--- config.mk ---
export PLATFORM = sky130hd
export DESIGN_NAME = press_counter_controller
export DESIGN_NICKNAME = d
export VERILOG_FILES = /design/src/rtl/press_counter_controller.sv
export SDC_FILE = /design/constraint.sdc
export NUM_CORES = 1
export LEC_CHECK = 0
export CORE_AREA = 2 2 39 41
export CTS_CLUSTER_SIZE = 25
export DETAILED_ROUTE_END_ITERATION = 10
export DIE_AREA = 0 0 41 43
export GPL_TIMING_DRIVEN = 0
export MAX_ROUTING_LAYER = met4
export PLACE_DENSITY = 0.58
export SLEW_MARGIN = 20
export SYNTH_ARGS = -nofsm -noshare
export SYNTH_HDL_FRONTEND = slang
export SYNTH_SLANG_ARGS = --single-unit
--- constraint.sdc ---
create_clock -name clock -period 1.35 [get_ports clock]
set_input_delay 0.27 -clock clock [delete_from_list [all_inputs] [get_ports clock]]
set_output_delay 0.27 -clock clock [all_outputs]
set_load 0.01 [all_outputs]
--- src/rtl/press_counter_controller.sv ---
`default_nettype none
// ============================================================================
//  Module   : press_counter_controller
//  Purpose  : Bounded up/down counter driven by debounced press pulses
//             (clear > increment > decrement).  Optional hold-to-repeat
//             stepping from the debounced held levels.
//  Options  : define PRESS_COUNTER_AUTO_REPEAT_EN to build the
//             HOLD_WAIT/REPEAT states and the repeat timer.
//  Revision : 1.0  initial release
// ============================================================================
module press_counter_controller #(
   parameter int WIDTH         = 4,
   parameter int MAX_COUNT     = 9,
   parameter int HOLD_CYCLES   = 1000000,
   parameter int REPEAT_CYCLES = 250000
) (
   input  logic             clock,
   input  logic             reset,
   input  logic             incPulse,
   input  logic             decPulse,
   input  logic             clrPulse,
   input  logic             incHeld,
   input  logic             decHeld,
   output logic [WIDTH-1:0] count,
   output logic             countChanged,
   output logic             wrapped
);

   localparam logic [WIDTH-1:0] MAX_VAL = WIDTH'(MAX_COUNT);
   localparam logic [WIDTH-1:0] ONE     = WIDTH'(1);

   logic             auto_step;
   logic             dir_inc;
   logic             step_inc;
   logic [WIDTH-1:0] count_nxt;
   logic             changed_nxt;
   logic             wrapped_nxt;

`ifdef PRESS_COUNTER_AUTO_REPEAT_EN
   typedef enum logic [1:0] {
      IDLE      = 2'd0,
      HOLD_WAIT = 2'd1,
      REPEAT    = 2'd2
   } state_t;

   // Timer only needs to hold the larger of the two reload values.
   localparam int TIMER_MAX = (HOLD_CYCLES > REPEAT_CYCLES) ? HOLD_CYCLES : REPEAT_CYCLES;
   localparam int TIMER_W   = (TIMER_MAX > 1) ? $clog2(TIMER_MAX) : 1;
   localparam logic [TIMER_W-1:0] HOLD_LOAD   = TIMER_W'(HOLD_CYCLES - 1);
   localparam logic [TIMER_W-1:0] REPEAT_LOAD = TIMER_W'(REPEAT_CYCLES - 1);
   localparam logic [TIMER_W-1:0] TIMER_ONE   = TIMER_W'(1);

   state_t               state, state_nxt;
   logic [TIMER_W-1:0]   timer, timer_nxt;
   logic                 dir_inc_nxt;
   logic                 held;

   // Repeat FSM state, timer and latched direction.
   always_ff @(posedge clock) begin
      if (reset) begin
         state   <= IDLE;
         timer   <= '0;
         dir_inc <= 1'b1;
      end else begin
         state   <= state_nxt;
         timer   <= timer_nxt;
         dir_inc <= dir_inc_nxt;
      end
   end

   // Next-state logic: pulses restart the hold window, held level gates expiry.
   always_comb begin
      state_nxt   = state;
      timer_nxt   = timer;
      dir_inc_nxt = dir_inc;
      auto_step   = 1'b0;
      held        = dir_inc ? incHeld : decHeld;
      if (clrPulse) begin
         state_nxt = IDLE;
         timer_nxt = '0;
      end else if (incPulse || decPulse) begin
         state_nxt   = HOLD_WAIT;
         timer_nxt   = HOLD_LOAD;
         dir_inc_nxt = incPulse;
      end else begin
         case (state)
            IDLE: ;
            HOLD_WAIT, REPEAT: begin
               // Held level is checked first: a release on the expiry edge
               // suppresses the step.
               if (!held) begin
                  state_nxt = IDLE;
               end else if (timer != '0) begin
                  timer_nxt = timer - TIMER_ONE;
               end else begin
                  auto_step = 1'b1;
                  timer_nxt = REPEAT_LOAD;
                  state_nxt = REPEAT;
               end
            end
            default: state_nxt = IDLE;
         endcase
      end
   end
`else
   logic unused_repeat_inputs;

   // Without auto-repeat the held levels and timing parameters have no effect.
   assign auto_step            = 1'b0;
   assign dir_inc              = 1'b1;
   assign unused_repeat_inputs = incHeld | decHeld | (HOLD_CYCLES < 1) | (REPEAT_CYCLES < 1);
`endif

   // A pulse picks the direction; otherwise an auto step uses the latched one.
   assign step_inc = incPulse | (~decPulse & dir_inc);

   // Next count value with wrap detection; clear outranks any step.
   always_comb begin
      count_nxt   = count;
      changed_nxt = 1'b0;
      wrapped_nxt = 1'b0;
      if (clrPulse) begin
         count_nxt   = '0;
         changed_nxt = (count != '0);
      end else if (incPulse || decPulse || auto_step) begin
         changed_nxt = 1'b1;
         if (step_inc) begin
            if (count == MAX_VAL) begin
               count_nxt   = '0;
               wrapped_nxt = 1'b1;
            end else begin
               count_nxt = count + ONE;
            end
         end else begin
            if (count == '0) begin
               count_nxt   = MAX_VAL;
               wrapped_nxt = 1'b1;
            end else begin
               count_nxt = count - ONE;
            end
         end
      end
   end

   // Registered count and the one-cycle change/wrap pulses aligned with it.
   always_ff @(posedge clock) begin
      if (reset) begin
         count        <= '0;
         countChanged <= 1'b0;
         wrapped      <= 1'b0;
      end else begin
         count        <= count_nxt;
         countChanged <= changed_nxt;
         wrapped      <= wrapped_nxt;
      end
   end

endmodule
`default_nettype wire

==> impl_results.md, run 1 <==
- Post-synth cell types: 29
- Tot GR Track Use: 0.130
- Yosys top cell area share: 0.309
- Post-DP HPWL: 563 microns
- Area of the multi-input gates: between 200 and 250 sq um
- Slew headroom: 0.813
- Final Critical Period: 1.24 ns
- Finished Core Util: 0.391
- TNS Setup: 0 ns
- TritonRoute pass-1 iters: 3
- Gr ovfl total: 0
- Post-synth EDFFs: 0
- Async SR Flop Fraction: 0
- Fin worst setup slack: 0.115 ns
- Clk buf depth: 2
- Syn_nets: between 40 and 50
- Filler Cells Inserted: around 150
- Final cycle utilization of the critical path: 0.915
- Share of cells above drive strength 1: 0.236
- Fmax: 0.810 GHz
- Ys Warns: 0
- Number of global-route vias before repair: about 310
- Pwr/cell area: between 800 and 900 nW/um^2
- Routed via count: 351
- Area contributors post-synth: dfxtp_1, buf_8, nand2b_1, a221oi_2, nor2b_1
- Number of nets in the layout: 64
- Leak pwr: 0.263 nW
- Initial DRC count: 3
- Root buffer cell: clkbuf_4
- Register area share after synthesis: 0.309
- Final hold viol count: 0
- Worst Path Required: 1.49 ns
- # Post-CTS Setup Buffers: 0
- First-pass GRT wire length: 1410 microns
- Worst Hold Class: reg2reg
- Antenna violations before repair: 0
- Pre-CTS WS: -0.290 ns
- Register bit total from synthesis: 6
- Vias per inst: just under 5
- Mapped Cells: 42
- DRT Wirelength: 831 microns
- Worst Path Class, Setup: reg2reg
- Hold Slack: 0.504 ns
- WP data arrival: 1.37 ns
- Top-count cell post-synth: dfxtp_1
- Crit Path Max Fanout: 10
- Die Height: 43 microns
- Routed wire per std cell: between 10 and 15 microns
- Reg area: 121 sq um
- Largest net degree at the start of global routing: 11
- Antenna cell count: 0
- CTS Sinks: 6
- Area growth, synth to finish: 38.9%
- Avg Cell Area, Syn: between 9 and 10 sq um
- Die area: 1760 sq um
- Startpoint Class: flop
- Slew Limit Fails: 0
- Worst Tran Pin Value: 0.280 ns
- Nature of the critical path endpoint: flop
- MaxCap Viol Count: 0
- Area of the core: 1380 sq um
- PortBufs: 10
- Status: completed
- Chip width: 41 microns
- Final ANT Viol Nets: 0
- Worst vdd ir: 0.357 mV
- # DRC: 0
- Clk Latency, worst-skew pair: 0.25 ns
- Unrepaired setup endpoints after global routing: false
- Ports: 13
- Synth area leader: dfxtp_1
- Most frequent cells after synthesis: dfxtp_1, nand2b_1, nor2_1
- H-Tree Depth: 1
- Initial Util: 0.281
- Final setup vio count: 0
- Rows: 14
- Most common flop cell mapped by yosys: dfxtp_1
- Gp weighted congestion: 0.749
- CTS clk-pin slew, worst paths: 0.05 ns
- Setup Skew: 0.00372 ns
- CTS tree: yes
- CTS Buf Count: 3
- Cell area after synthesis: 389 sq um
stage by stage:
step	std cells	power (mW)	area [sq um]
after floorplan	42	0.249	389
after global placement	68	0.285	509
after detailed placement	68	0.286	509
after CTS	71	0.461	533
after global routing	71	0.481	541
final	71	0.451	541
state kept, by name, summed over array words and instances, names as in the netlist:
| name | cells |
|---|---|
| count | 4 |
| wrapped | 1 |
| countChanged | 1 |
routing by layer:
metal,wire [microns],part of all wire,track usage
met2,384,0.46,0.163
met3,39,0.047,0.0471
met4,24,0.029,0.100
met5,0,0,-
met1,383,0.46,0.161
final cells by class:
type | count | area share
buffer | 4 | 0.0972
timing repair buffer | 10 | 0.187
multi-input combinational | 31 | 0.405
tap | 16 | 0.0370
inverter | 1 | 0.00694
sequential | 6 | 0.225
clock buffer | 3 | 0.0417
cells by family after synthesis:
| logic type | after synthesis | share of synthesized area |
|---|---|---|
| buf+inv | 5 | 0.129 |
| compound gates | 10 | 0.228 |
| xor+xnor | 2 | 0.0450 |
| simple gates | 19 | 0.289 |
| flops | 6 | 0.309 |
final timing paths:
check	cells past startpoint	start	slack, ns	end
setup reg to reg	4	count[0]	0.11	count[2]
hold / removal	1	count[3]	0.50	count[3]
setup / recovery	4	count[0]	0.11	count[2]
hold reg to reg	1	count[3]	0.50	count[3]
timing repair:
| action | CTS | global route |
|---|---|---|
| endpoints found under the setup margin | 6 | 4 |
| hold buffers | 0 | 0 |
| gates resized for setup | 8 | 3 |
cell usage in the layout (no fill, tap or decap), drive strengths merged, types with 2 or more instances in the layout:
| cell type | count |
|---|---|
| nor3 | 2 |
| nor2b | 2 |
| a21oi | 2 |
| buf | 4 |
| nor2 | 3 |
| dlygate4sd2 | 5 |
| dfxtp | 6 |
| nand3 | 2 |
| clkbuf | 3 |
| clkdlybuf4s50 | 2 |
| nand2b | 3 |
| dlymetal6s2s | 3 |
report_power, final:
group / internal [mW] / leakage (nW) / total (mW) / switching [mW]
sequential: 0.186 / 0.0495 / 0.190 / 0.00483
clock: 0.101 / 0.0138 / 0.172 / 0.0706
combinational: 0.0478 / 0.200 / 0.0892 / 0.0414
total: 0.334 / 0.263 / 0.451 / 0.117
critical path: stages, from the launching register on:
cell	delay (ns)
dfxtp_1	0.31
buf_6	0.14
or4b_1	0.51
o2111ai_1	0.08
a21oi_1	0.08
No activity file was read; power rests on OpenSTA's default activity.
==> inputs of run 2 (changes only) <==
--- a/constraint.sdc
+++ b/constraint.sdc
@@ -3,2 +3,2 @@
 set_output_delay 0.27 -clock clock [all_outputs]
-set_load 0.01 [all_outputs]
+set_load 0.005 [all_outputs]
==> run 2 against run 1 <==
Via count rose by 4.8%. Clock skew fell by 0.0026 ns. Combinational power rose by 2.9%. Register-to-register slack barely moved. Fmax fell by 5.1%. Final area rose by 2.8%.
==> impl_results.md, run 2 (synthesized netlist as in run 1, its figures left out) <==
- Largest regs: count (4), countChanged (1), wrapped (1)
- Pre-CTS WS: -0.290 ns (unchanged)
- Fin worst setup slack: 0.0481 ns (-0.0669 ns)
- Unrepaired setup endpoints after global routing: false
- Worst Path Class, Setup: reg2out
- Uppermost layer routed: met4
- Ports: 13 (unchanged)
- Post-DP HPWL: 563 microns (unchanged)
- Initial Util: 0.281 (unchanged)
- Final cell count without fillers: 73 (+2.8%)
- Largest net degree at the start of global routing: 11 (unchanged)
- Die area: 1760 sq um (unchanged)
- Tot GR Track Use: 0.135 (+0.00515)
- Slowest-stage cell, CP: clkdlybuf4s50_1
- Int Pwr: 337 uW (+0.67%)
- WP data arrival: 1.03 ns (-0.34 ns)
- Met2 wire length: 418 microns (+8.9%)
- Nature of the critical path endpoint: output pin
- Worst vdd ir: 0.368 mV (+3.0%)
- PortBufs: 10 (unchanged)
- Clk buf depth: 2 (unchanged)
- Leak pwr: 0.244 nW (-7.3%)
- CTS Sinks: 6 (unchanged)
- Logic pwr share: 0.203 (+0.005)
- Setup Skew: 0.00112 ns (-0.00261 ns)
- Rows: 14 (unchanged)
- # DRC: 0 (unchanged)
- Routed wire per std cell: 12.0 microns (+2.2%)
- MaxCap Viol Count: 0 (unchanged)
- Top reg by flops: count
- Worst Path Buf+Inv: 1 (unchanged)
- Number of nets in the layout: 66 (+3.1%)
- Sw frac: 0.256 (-0.00256)
- Crit path largest cell delay: 0.48 ns (-0.03 ns)
- CP delay by family, top: buffers and inverters
- CTS Buf Count: 3 (unchanged)
- Die Height: 43 microns (unchanged)
- CTS clk-pin slew, worst paths: 0.05 ns (about the same)
- TritonRoute pass-1 iters: 4 (+1)
- Met3 wire length: 48 microns (+23%)
- H-Tree Depth: 1 (unchanged)
- Chip width: 41 microns (unchanged)
- Vias per inst: 5.04 (+2.0%)
- Part of the power in registers: 0.416 (-0.006)
- Final setup vio count: 0 (unchanged)
- Clock power frac: 0.381 (about the same)
- Final cycle utilization of the critical path: 0.964 (+0.0495)
- Worst Hold Class: in2reg
- Final Critical Period: 1.30 ns (+0.0669 ns)
- Area of the core: 1380 sq um (unchanged)
- Met1 Wirelength: 375 microns (-2.1%)
- Crit-path cells: clkdlybuf4s50_1
- Area growth, synth to finish: 42.8%
- Root buffer cell: clkbuf_4
- Routed via count: 368 (+4.8%)
- Antenna cell count: 0 (unchanged)
- Switch Pwr: 116 uW (-0.66%)
- Gp weighted congestion: 0.749 (unchanged)
- Commonest non-fill, non-tap cell in the layout: dlygate4sd2_1
- Startpoint Class: flop
- Clk Latency, worst-skew pair: 0.25 ns (about the same)
- Worst Path Required: 1.08 ns (-0.41 ns)
- Fmax: 0.768 GHz (-5.1%)
- Max FFs per register: 4 (unchanged)
- Crit Path Max Fanout: 1 (-9)
- Slew Limit Fails: 0 (unchanged)
- Antenna violations before repair: 0 (unchanged)
- Pwr/cell area: 815 nW/um^2 (-2.4%)
- DRT Wirelength: 873 microns (+5.1%)
- Status: completed
- First-pass GRT wire length: 1460 microns (+3.9%)
- Post-CTS Hold Buffers: 0 (unchanged)
- Share of cells above drive strength 1: 0.298 (+0.0619)
- Gr ovfl total: 0 (unchanged)
- Placed insts: 68 (unchanged)
- Final ANT Viol Nets: 0 (unchanged)
- Filler Cells Inserted: 146 (-0.68%)
- Commonest cells after routing, fill and taps aside: dlygate4sd2_1, clkdlybuf4s50_1
- Final hold viol count: 0 (unchanged)
- Number of global-route vias before repair: 320 (+3.9%)
- Worst Tran Pin Value: 0.280 ns (+0.000322 ns)
- CTS tree: yes
- Initial DRC count: 3 (unchanged)
- Slew headroom: 0.812 (about the same)
==> run 2: cell count changes in the layout (fill, tap and decap cells not counted), sizes merged <==
cell           previous run  this run
dlymetal6s2s              3         1
buf                       4         6
clkdlybuf4s50             2         4
==> run 2: repair_timing <==
item                       CTS  global route
gates resized for setup     11             1
cloned                       0             0
setup endpoints to repair    6             2
buffers inserted             2             0
==> run 2: final cells by class <==
type	count	area (sq um)	share of cell area
inverter	1	3.75	0.00676
timing repair buffer	12	111	0.200
clock buffer	3	22.5	0.0405
buffer	4	52.6	0.0946
sequential	6	126	0.227
multi-input combinational	31	219	0.394
tap	16	20.0	0.0360
==> run 2: path summary, 6_finish.rpt <==
check             startpoint           end  slack, ns  depth (start not counted)
hold / removal      decPulse      count[0]       0.51                          4
hold reg to reg     count[3]  countChanged       0.53                          2
setup reg to reg    count[0]      count[2]       0.11                          4
setup / recovery     wrapped       wrapped       0.05                          1
==> run 2: metal layers <==
metal | global-route usage | vias to the layer above
li1 | - | 186
met1 | 0.161 | 166
met3 | 0.0471 | 5
met4 | 0.100 | 0
met5 | - | -
met2 | 0.178 | 11
==> run 2: power groups by stage <==
stage               clock, mW  sequential [mW]  combinational [mW]
floorplan                   0            0.195              0.0512
global placement            0            0.194              0.0883
detailed placement          0            0.194              0.0889
CTS                     0.180            0.188              0.0920
global route            0.192            0.189               0.101
finish                  0.173            0.188              0.0918
==> run 2: through the flow <==
step                      hold WS (ns)  area (sq um)  power, mW  utilization  setup TNS (ns)
final                            0.513           556      0.453        0.401               0
after global routing             0.536           556      0.481        0.401               0
after CTS                        0.530           553      0.459        0.400               0
after detailed placement         0.571           509      0.283        0.368          -0.903
after global placement           0.565           509      0.282        0.368          -0.892
after floorplan                  0.342           389      0.246            -               0
==> inputs of run 3 (changes only) <==
--- a/config.mk
+++ b/config.mk
@@ -8,2 +8,3 @@
 export CORE_AREA = 2 2 39 41
+export CTS_BUF_LIST = sky130_fd_sc_hd__clkbuf_4
 export CTS_CLUSTER_SIZE = 25
==> constraint.sdc (replaced) <==
create_clock -name clock -period 1.35 [get_ports clock]
set_input_delay 0.3375 -clock clock [delete_from_list [all_inputs] [get_ports clock]]
set_output_delay 0.3375 -clock clock [all_outputs]
set_load 0.005 [all_outputs]
==> run 3 against run 2 <==
Sequential power barely moved. Combinational power is 3.4% lower. Count of clock-buffer cells in the layout unchanged. Fmax increased by 4.8%. Register-to-register slack barely moved. Utilization shrank 0.45 points. Final area down 1.1%. Non-clock buffer count unchanged. Total power down 0.72%. Clock skew is the same. Global-route usage is the same. Critical endpoint is now count[2].
==> impl_results.md, run 3 (synthesized netlist as in run 1, its figures left out) <==
- Routed wire per std cell: 11.9 microns (-0.34%)
- Number of global-route vias before repair: 320 (unchanged)
- TritonRoute pass-1 iters: 4 (unchanged)
- Die Height: 43 microns (unchanged)
- Worst Path Required: 1.48 ns (+0.40 ns)
- Final cycle utilization of the critical path: 0.920 (-0.0443)
- Fin worst setup slack: 0.108 ns (+0.0599 ns)
- Startpoint Class: flop
- Rows: 14 (unchanged)
- Initial DRC count: 3 (unchanged)
- Commonest non-fill, non-tap cell in the layout: dlygate4sd2_1
- Post-DP HPWL: 563 microns (unchanged)
- Worst Path Class, Setup: reg2reg
- Antenna violations before repair: 0 (unchanged)
- Setup Skew: 0.00112 ns (unchanged)
- Largest regs: count (4), countChanged (1), wrapped (1)
- Chip width: 41 microns (unchanged)
- PortBufs: 10 (unchanged)
- Die area: 1760 sq um (unchanged)
- R2R Path End: count[2]
- Clk Latency, worst-skew pair: 0.25 ns (about the same)
- First-pass GRT wire length: 1460 microns (unchanged)
- Pwr/cell area: 818 nW/um^2 (+0.41%)
- Crit path capture: count[2]
- Worst R2R Start: count[0]
- Final ANT Viol Nets: 0 (unchanged)
- Pre-CTS WS: -0.358 ns (-0.0675 ns)
- Share of cells above drive strength 1: 0.298 (unchanged)
- Commonest cells after routing, fill and taps aside: dlygate4sd2_1, nand2b_1, nor2_1, clkbuf_4, dfxtp_1
- Clk buf depth: 2 (unchanged)
- Initial Util: 0.281 (unchanged)
- Unrepaired setup endpoints after global routing: false
- H-Tree Depth: 1 (unchanged)
- CTS clk-pin slew, worst paths: 0.05 ns (about the same)
- Pwr Total: 449 uW (-0.72%)
- Worst Hold Class: reg2reg
- Ports: 13 (unchanged)
- Worst reg-to-reg path cell count: 4 (unchanged)
- Antenna cell count: 0 (unchanged)
- Routed via count: 368 (unchanged)
- Final hold viol count: 0 (unchanged)
- Root buffer cell: clkbuf_4
- Gp weighted congestion: 0.749 (unchanged)
- Area growth, synth to finish: 41.2%
- Fmax: 0.805 GHz (+4.8%)
- Max FFs per register: 4 (unchanged)
- Leak pwr: 0.243 nW (-0.14%)
- Gr ovfl total: 0 (unchanged)
- DRT Wirelength: 870 microns (-0.34%)
- Nature of the critical path endpoint: flop
- Slack of the worst reg-to-reg path: 0.11 ns (about the same)
- Worst Tran Pin Value: 0.280 ns (unchanged)
- Final setup vio count: 0 (unchanged)
- # DRC: 0 (unchanged)
- Crit path from: count[0]
- Status: completed
- Number of nets in the layout: 66 (unchanged)
- Slew Limit Fails: 0 (unchanged)
- Tot GR Track Use: 0.135 (unchanged)
- Vias per inst: 5.04 (unchanged)
- Largest net degree at the start of global routing: 11 (unchanged)
- Worst vdd ir: 0.368 mV (about the same)
- Final Critical Period: 1.24 ns (-0.0599 ns)
- Top reg by flops: count
- CTS tree: yes
- Crit Path Max Fanout: 10 (+9)
- MaxCap Viol Count: 0 (unchanged)
- CTS Buf Count: 3 (unchanged)
- Area of the core: 1380 sq um (unchanged)
- WP data arrival: 1.38 ns (+0.35 ns)
- CTS Sinks: 6 (unchanged)
- Slew headroom: 0.812 (unchanged)
-- run 3: cell type report --
class	instances	area (sq um)
sequential	6	126
timing repair buffer	12	105
clock buffer	3	22.5
multi-input combinational	31	219
tap	16	20.0
buffer	4	52.6
inverter	1	3.75
fill	144	835
-- run 3: critical path, cell delays in order (launching register included) --
cell	delay, ns
dfxtp_1	0.31
buf_6	0.14
or4b_1	0.51
o2111ai_1	0.08
a21oi_1	0.09
-- run 3: per-layer routing --
layer	track usage	up-vias	routed length (microns)
li1	-	186	-
met4	0.100	0	31
met5	-	-	0
met1	0.161	166	373
met2	0.178	11	417
met3	0.0471	5	48
-- run 3: worst min-delay path by stage --
stage / end / depth (start not counted) / startpoint
after global placement: wrapped / 2 / count[2]
after CTS: countChanged / 2 / count[3]
after global routing: wrapped / 2 / count[2]
after floorplan: countChanged / 1 / reset
final: countChanged / 2 / count[3]
after detailed placement: wrapped / 2 / count[2]
-- run 3: through the flow --
step	cells	utilization	hold WS, ns	setup TNS [ns]	area [sq um]
after detailed placement	68	0.368	0.571	-1.28	509
final	73	0.397	0.528	0	549
after global placement	68	0.368	0.565	-1.25	509
after CTS	73	0.397	0.530	0	549
after global routing	73	0.397	0.577	0	549
after floorplan	42	-	0.410	0	389
-- run 3: repair_timing --
action,CTS,global route
setup endpoints to repair,9,0
setup buffers,2,0
gates resized for setup,14,0
hold buffers,0,0
-- run 3: where the power goes --
group          internal (mW)  switching (mW)
clock                  0.101          0.0716
combinational         0.0482          0.0406
sequential             0.184         0.00372
